File: config.mk
export PLATFORM = sky130hd
export DESIGN_NAME = stripes_slice_sequencer
export DESIGN_NICKNAME = d
export VERILOG_FILES = /design/src/rtl/stripes_slice_sequencer.sv
export SDC_FILE = /design/constraint.sdc
export NUM_CORES = 1
export LEC_CHECK = 0
export BUFFER_PORTS_ARGS = -buffer_cell sky130_fd_sc_hd__buf_2
export CAP_MARGIN = 0
export CORE_ASPECT_RATIO = 2
export CORE_MARGIN = 8
export CORE_UTILIZATION = 30
export DETAILED_ROUTE_END_ITERATION = 10
export SETUP_SLACK_MARGIN = 0.1
export SYNTH_ARGS = -nofsm -noshare
export SYNTH_HDL_FRONTEND = slang
export SYNTH_SLANG_ARGS = --single-unit
File: constraint.sdc
create_clock -name clk -period 4.2 [get_ports clk]
set_input_delay 0 -clock clk [delete_from_list [all_inputs] [get_ports clk]]
set_output_delay 0 -clock clk [all_outputs]
set_load 0.02 [all_outputs]
File: src/rtl/stripes_slice_sequencer.sv
// Bit-serial step sequencer for one Stripes SIP slice (Tn=1, Tw windows).
// Define STRIPES_SEQ_PERF_CNT_EN to add saturating busy/stall/backpressure counters.
module stripes_slice_sequencer #(
    parameter int TW       = 16,
    parameter int PIPE_LAT = 3,
    parameter int CNT_W    = 16
) (
    input  logic             clk,
    input  logic             reset,
    input  logic             i_start,
    input  logic [4:0]       i_precision,
    input  logic [CNT_W-1:0] i_num_bricks,
    input  logic [CNT_W-1:0] i_num_outputs,
    input  logic             i_maxpool,
    input  logic [TW-1:0]    i_window_mask,
    input  logic             i_in_valid,
    input  logic             i_out_ready,
    output logic             o_in_rd_en,
    output logic             o_first_cycle,
    output logic [4:0]       o_precision,
    output logic             o_maxpool,
    output logic [TW-1:0]    o_load,
    output logic             o_out_valid,
    output logic             o_busy,
`ifdef STRIPES_SEQ_PERF_CNT_EN
    output logic [31:0]      o_cyc_cnt,
    output logic [31:0]      o_stall_cnt,
    output logic [31:0]      o_bp_cnt,
`endif
    output logic             o_done
);

    localparam int DW = (PIPE_LAT > 1) ? $clog2(PIPE_LAT) : 1;
    localparam logic [DW-1:0] DRAIN_LAST = DW'(PIPE_LAT - 1);

    typedef enum logic [2:0] {
        S_IDLE,
        S_RUN,
        S_DRAIN,
        S_OUT,
        S_DONE
    } state_t;

    state_t state_q, state_d;

    logic [4:0]       prec_q;
    logic [CNT_W-1:0] nb_q;
    logic [CNT_W-1:0] nout_q;
    logic             mp_q;
    logic [TW-1:0]    mask_q;

    logic [4:0]       bit_q;
    logic [CNT_W-1:0] brick_q;
    logic [CNT_W-1:0] grp_q;
    logic [DW-1:0]    drain_q;

    logic [4:0]       prec_clamp;
    logic [CNT_W-1:0] nb_clamp;
    logic             accept;
    logic             step;
    logic             last_bit;
    logic             last_brick;
    logic             last_grp;
    logic             drain_last;
    logic             handshake;

    always_comb begin
        prec_clamp = i_precision;
        if (i_precision == 5'd0)
            prec_clamp = 5'd1;
        else if (i_precision > 5'd16)
            prec_clamp = 5'd16;
    end

    assign nb_clamp   = (i_num_bricks == '0) ? CNT_W'(1) : i_num_bricks;
    assign accept     = (state_q == S_IDLE) && i_start;
    assign step       = (state_q == S_RUN) && i_in_valid;
    assign last_bit   = (bit_q == prec_q - 5'd1);
    assign last_brick = (brick_q == nb_q - CNT_W'(1));
    assign last_grp   = (grp_q == nout_q - CNT_W'(1));
    assign drain_last = (drain_q == DRAIN_LAST);
    assign handshake  = (state_q == S_OUT) && i_out_ready;

    always_comb begin
        state_d       = state_q;
        o_in_rd_en    = 1'b0;
        o_first_cycle = 1'b0;
        o_load        = '0;
        o_out_valid   = 1'b0;
        o_done        = 1'b0;
        o_busy        = (state_q != S_IDLE);
        unique case (state_q)
            S_IDLE: begin
                if (i_start)
                    state_d = (i_num_outputs == '0) ? S_DONE : S_RUN;
            end
            S_RUN: begin
                o_in_rd_en    = i_in_valid;
                o_first_cycle = i_in_valid && (bit_q == 5'd0)
                                && (brick_q == '0);
                if (step && last_bit && last_brick)
                    state_d = S_DRAIN;
            end
            S_DRAIN: begin
                if (drain_last) begin
                    o_load  = mask_q;
                    state_d = S_OUT;
                end
            end
            S_OUT: begin
                o_out_valid = 1'b1;
                if (i_out_ready)
                    state_d = last_grp ? S_DONE : S_RUN;
            end
            S_DONE: begin
                o_done  = 1'b1;
                state_d = S_IDLE;
            end
            default: state_d = S_IDLE;
        endcase
    end

    always_ff @(posedge clk) begin
        if (reset) begin
            state_q <= S_IDLE;
            prec_q  <= '0;
            nb_q    <= '0;
            nout_q  <= '0;
            mp_q    <= 1'b0;
            mask_q  <= '0;
            bit_q   <= '0;
            brick_q <= '0;
            grp_q   <= '0;
            drain_q <= '0;
        end else begin
            state_q <= state_d;
            if (accept) begin
                prec_q  <= prec_clamp;
                nb_q    <= nb_clamp;
                nout_q  <= i_num_outputs;
                mp_q    <= i_maxpool;
                mask_q  <= i_window_mask;
                bit_q   <= '0;
                brick_q <= '0;
                grp_q   <= '0;
                drain_q <= '0;
            end
            // Bit counter is innermost; brick advances on each bit wrap.
            if (step) begin
                if (last_bit) begin
                    bit_q   <= '0;
                    brick_q <= last_brick ? '0 : brick_q + CNT_W'(1);
                end else begin
                    bit_q <= bit_q + 5'd1;
                end
            end
            if (state_q == S_DRAIN)
                drain_q <= drain_last ? '0 : drain_q + DW'(1);
            if (handshake && !last_grp)
                grp_q <= grp_q + CNT_W'(1);
        end
    end

    assign o_precision = prec_q;
    assign o_maxpool   = mp_q;

`ifdef STRIPES_SEQ_PERF_CNT_EN
    logic [31:0] cyc_q, stall_q, bp_q;

    always_ff @(posedge clk) begin
        if (reset || accept) begin
            cyc_q   <= '0;
            stall_q <= '0;
            bp_q    <= '0;
        end else begin
            if (state_q != S_IDLE && cyc_q != '1)
                cyc_q <= cyc_q + 32'd1;
            if (state_q == S_RUN && !i_in_valid && stall_q != '1)
                stall_q <= stall_q + 32'd1;
            if (state_q == S_OUT && !i_out_ready && bp_q != '1)
                bp_q <= bp_q + 32'd1;
        end
    end

    assign o_cyc_cnt   = cyc_q;
    assign o_stall_cnt = stall_q;
    assign o_bp_cnt    = bp_q;
`endif

endmodule

==> results.sh <==
export IMPL_synth_edf_count=0
export IMPL_drv_cap=0
export IMPL_numPortBuffers=85
export IMPL_cts_tree="yes"
export IMPL_rrSetupSlack_ps=650
export IMPL_min_delay_path_class="in -> reg"
export IMPL_seqCellArea_sq_mm=0.00192
export IMPL_slew_headroom=0.440
export IMPL_antenna_found_initial=1
export IMPL_clockBufferDepth=2
export IMPL_p_clk_frac=0.362
export IMPL_seqPwrFrac=0.445
export IMPL_synth_top_area_share=0.347
export IMPL_syn_num_nets=786
export IMPL_gp_congestion=0.874
export IMPL_drtPass1Iterations=4
export IMPL_vias_per_cell=5.24
export IMPL_initial_core_util=0.304
export IMPL_cp_start_kind="flip-flop"
export IMPL_routed_wl_mm=16.9
export IMPL_combPwrFrac=0.192
export IMPL_status="finished clean"
export IMPL_multi_input_area_sq_mm=0.00338
export IMPL_yosys_top_cells_area="dfxtp_1 (35%), nand2_1 (8.5%), a21oi_1 (7.2%)"
export IMPL_cp_cell_sequence="inv_1 > ha_1 > or4b_1 > or3_1 > o31ai_1 > nand4_4 > o211ai_2 > nor3b_4 > a221o_1"
export IMPL_setup_tns_ps=0
export IMPL_grt_pass1_wl_mm=27.1
export IMPL_cts_sinks=96
export IMPL_grt_max_degree=61
export IMPL_yosys_warnings=0
export IMPL_core_sq_mm=0.0182
export IMPL_cp_data_required_time_ps=4490
export IMPL_cp_slowest_cell="or4b_1"
export IMPL_cts_repair_timing_setup_buffer_count=0
export IMPL_final_cell_count_no_fill=1052
export IMPL_async_reset_ff_frac=0
export IMPL_root_buffer="clkbuf_16"
export IMPL_syn_inst=719
export IMPL_fin_crit_sh=0.844
export IMPL_place_inst=984
export IMPL_clock_latency_ps=340
export IMPL_synth_area_per_cell_sq_um=7.70
export IMPL_p_leak_nw=2.70
export IMPL_synth_most_common_cell="nand2_1"
export IMPL_cp_endpoint="grp_q[6]"
export IMPL_fin_nets=896
export IMPL_row_count=70
export IMPL_grt_pass1_vias=5479
export IMPL_power_density_mw_per_mm2=321
export IMPL_drive_above_1_share=0.150
export IMPL_fillCellCount=1899
export IMPL_p_sw_w=0.000655
export IMPL_die_w_um=112
export IMPL_syn_to_final_growth_pct=24.7
export IMPL_intPower_w=0.00156
export IMPL_ir_drop_uv=178
export IMPL_worstMarginPinSlew_ps=839
export IMPL_grt_overflow=0
export IMPL_drt_wirelength_per_cell_um=16.1
export IMPL_vias=5511
export IMPL_hold_viol=0
export IMPL_path_clk_slew_ps=70
export IMPL_io_pins=86
export IMPL_rsz0062_at_grt="no"
export IMPL_yosysTopAreaCell="dfxtp_1"
export IMPL_die_y_um=208
export IMPL_drtIter0Drc=287
export IMPL_numCtsBuffers=9
export IMPL_post_dp_cell_area_sq_mm=0.00611
export IMPL_swShare=0.296
export IMPL_grt_usage=0.145
export IMPL_path_max_fanout=14
export IMPL_cp_arrival_ps=3840
export IMPL_r2r_cells=9
export IMPL_crit_type="reg -> reg"
export IMPL_slew_viol_final=0
export IMPL_r2r_start="nout_q[0]"
export IMPL_crit_start="nout_q[0]"
export IMPL_yosysUniqueCellTypes=70
export IMPL_period_minus_slack_ps=3550
export IMPL_cp_slowest_stage_delay_ps=650
export IMPL_drt_antenna_violating_nets=0
export IMPL_synth_common_cells="nand2_1 (126), dfxtp_1 (96), a21oi_1 (80), nor2_1 (41), xnor2_1 (37)"
export IMPL_ys_ff_latch=96
export IMPL_fmax_mhz=282
export IMPL_dp_hpwl_mm=12.7
export IMPL_design_area_sq_mm=0.00690
export IMPL_synth_top_flop_cell="dfxtp_1"
export IMPL_drc=0
export IMPL_r2r_end="grp_q[6]"
export IMPL_h_tree_depth=3
export IMPL_finClkSkew_ps=12.3
export IMPL_ys_seq_area_frac=0.347
export IMPL_die_area_sq_mm=0.0233
export IMPL_ctsResizeCount=0
export IMPL_setup_violations_final=0
export IMPL_endpoint_kind="flip-flop"
export IMPL_synth_cell_area_sq_mm=0.00554
==> stage by stage <==
stage	total power [W]	util	hold slack, ps	worst slack [ps]
after global placement	0.00139	0.335	241	768
after global routing	0.00233	0.379	29.3	471
after detailed placement	0.00140	0.335	246	687
after CTS	0.00224	0.379	33.9	668
after floorplan	0.00128	-	136	1150
final	0.00221	0.379	38.9	654
==> logic make-up (layout without fill, tap and decap cells) <==
family                     count (synthesis)  count (layout)  synth area share
other                                      0               2                 0
AOI/OAI and AO/OA                        156             156             0.180
adders and majority gates                  8               8            0.0181
muxes                                      7               7            0.0133
xor gates and xnor gates                  51              51            0.0807
and+or+nand+nor                          339             339             0.315
DFF                                       96              96             0.347
buffers and inverters                     62             177            0.0457
==> how the worst min path moves through the flow <==
stage | slack, ps | cells past startpoint | end | from
after detailed placement | 250 | 3 | mask_q[6] | i_window_mask[6]
after global routing | 30 | 3 | nb_q[0] | i_num_bricks[0]
final | 40 | 3 | nb_q[0] | i_num_bricks[0]
after floorplan | 140 | 2 | mask_q[0] | i_window_mask[0]
after CTS | 30 | 3 | nb_q[0] | i_num_bricks[0]
after global placement | 240 | 3 | mask_q[6] | i_window_mask[6]
==> placed cells by master (no fill, tap or decap), types with 14 or more instances in the layout <==
cell type	n
nand2_1	125
dfxtp_1	96
buf_2	85
a21oi_1	80
dlygate4sd3_1	50
nor2_1	40
xnor2_1	37
nor3_1	27
nand3_1	24
inv_1	22
and2_1	19
nor3b_1	19
nor4_1	16
and3_1	15
a31oi_1	15
xor2_1	14
==> timing repair <==
item                                   CTS  global route
hold buffers                            50             0
endpoints found under the hold margin   51             0
setup endpoints to repair                0             0
==> power by group through the flow <==
stage / logic, W / registers, W / clock network (W)
final: 0.000426 / 0.000985 / 0.000803
after global placement: 0.000387 / 0.00101 / 0
after CTS: 0.000430 / 0.000986 / 0.000829
after global routing: 0.000474 / 0.000992 / 0.000865
after floorplan: 0.000289 / 0.000994 / 0
after detailed placement: 0.000391 / 0.00101 / 0
==> critical path, delay by kind of cell (launching register included) <==
family,cells,cell delay [ps]
and+or+nand+nor,4,1900
adders and majority gates,1,260
DFF,1,350
AOI/OAI and AO/OA,3,910
buffers and inverters,1,70
==> layout make-up <==
type	instances	share of cell area
multi-input cells	561	0.489
flip-flops and latches	96	0.279
diodes	2	0.000725
inverters	22	0.0120
clock buffers	10	0.0346
clock inverters	6	0.00725
repair buffers	139	0.139
well taps	216	0.0392
==> flip-flops by register name, indices dropped and copies added, names as in the netlist <==
name	cells
grp_q	16
state_q	3
nb_q	16
o_precision	5
bit_q	5
o_maxpool	1
drain_q	2
mask_q	16
brick_q	16
nout_q	16
==> layer usage <==
| layer | wire (um) | track usage | vias to the layer above |
|---|---|---|---|
| li1 | - | - | 2758 |
| met1 | 5800 | 0.129 | 2611 |
| met2 | 9810 | 0.290 | 98 |
| met3 | 475 | 0.0206 | 44 |
| met4 | 845 | 0.0951 | 0 |
| met5 | 0 | 0 | - |
No activity file was read; power rests on OpenSTA's default activity.
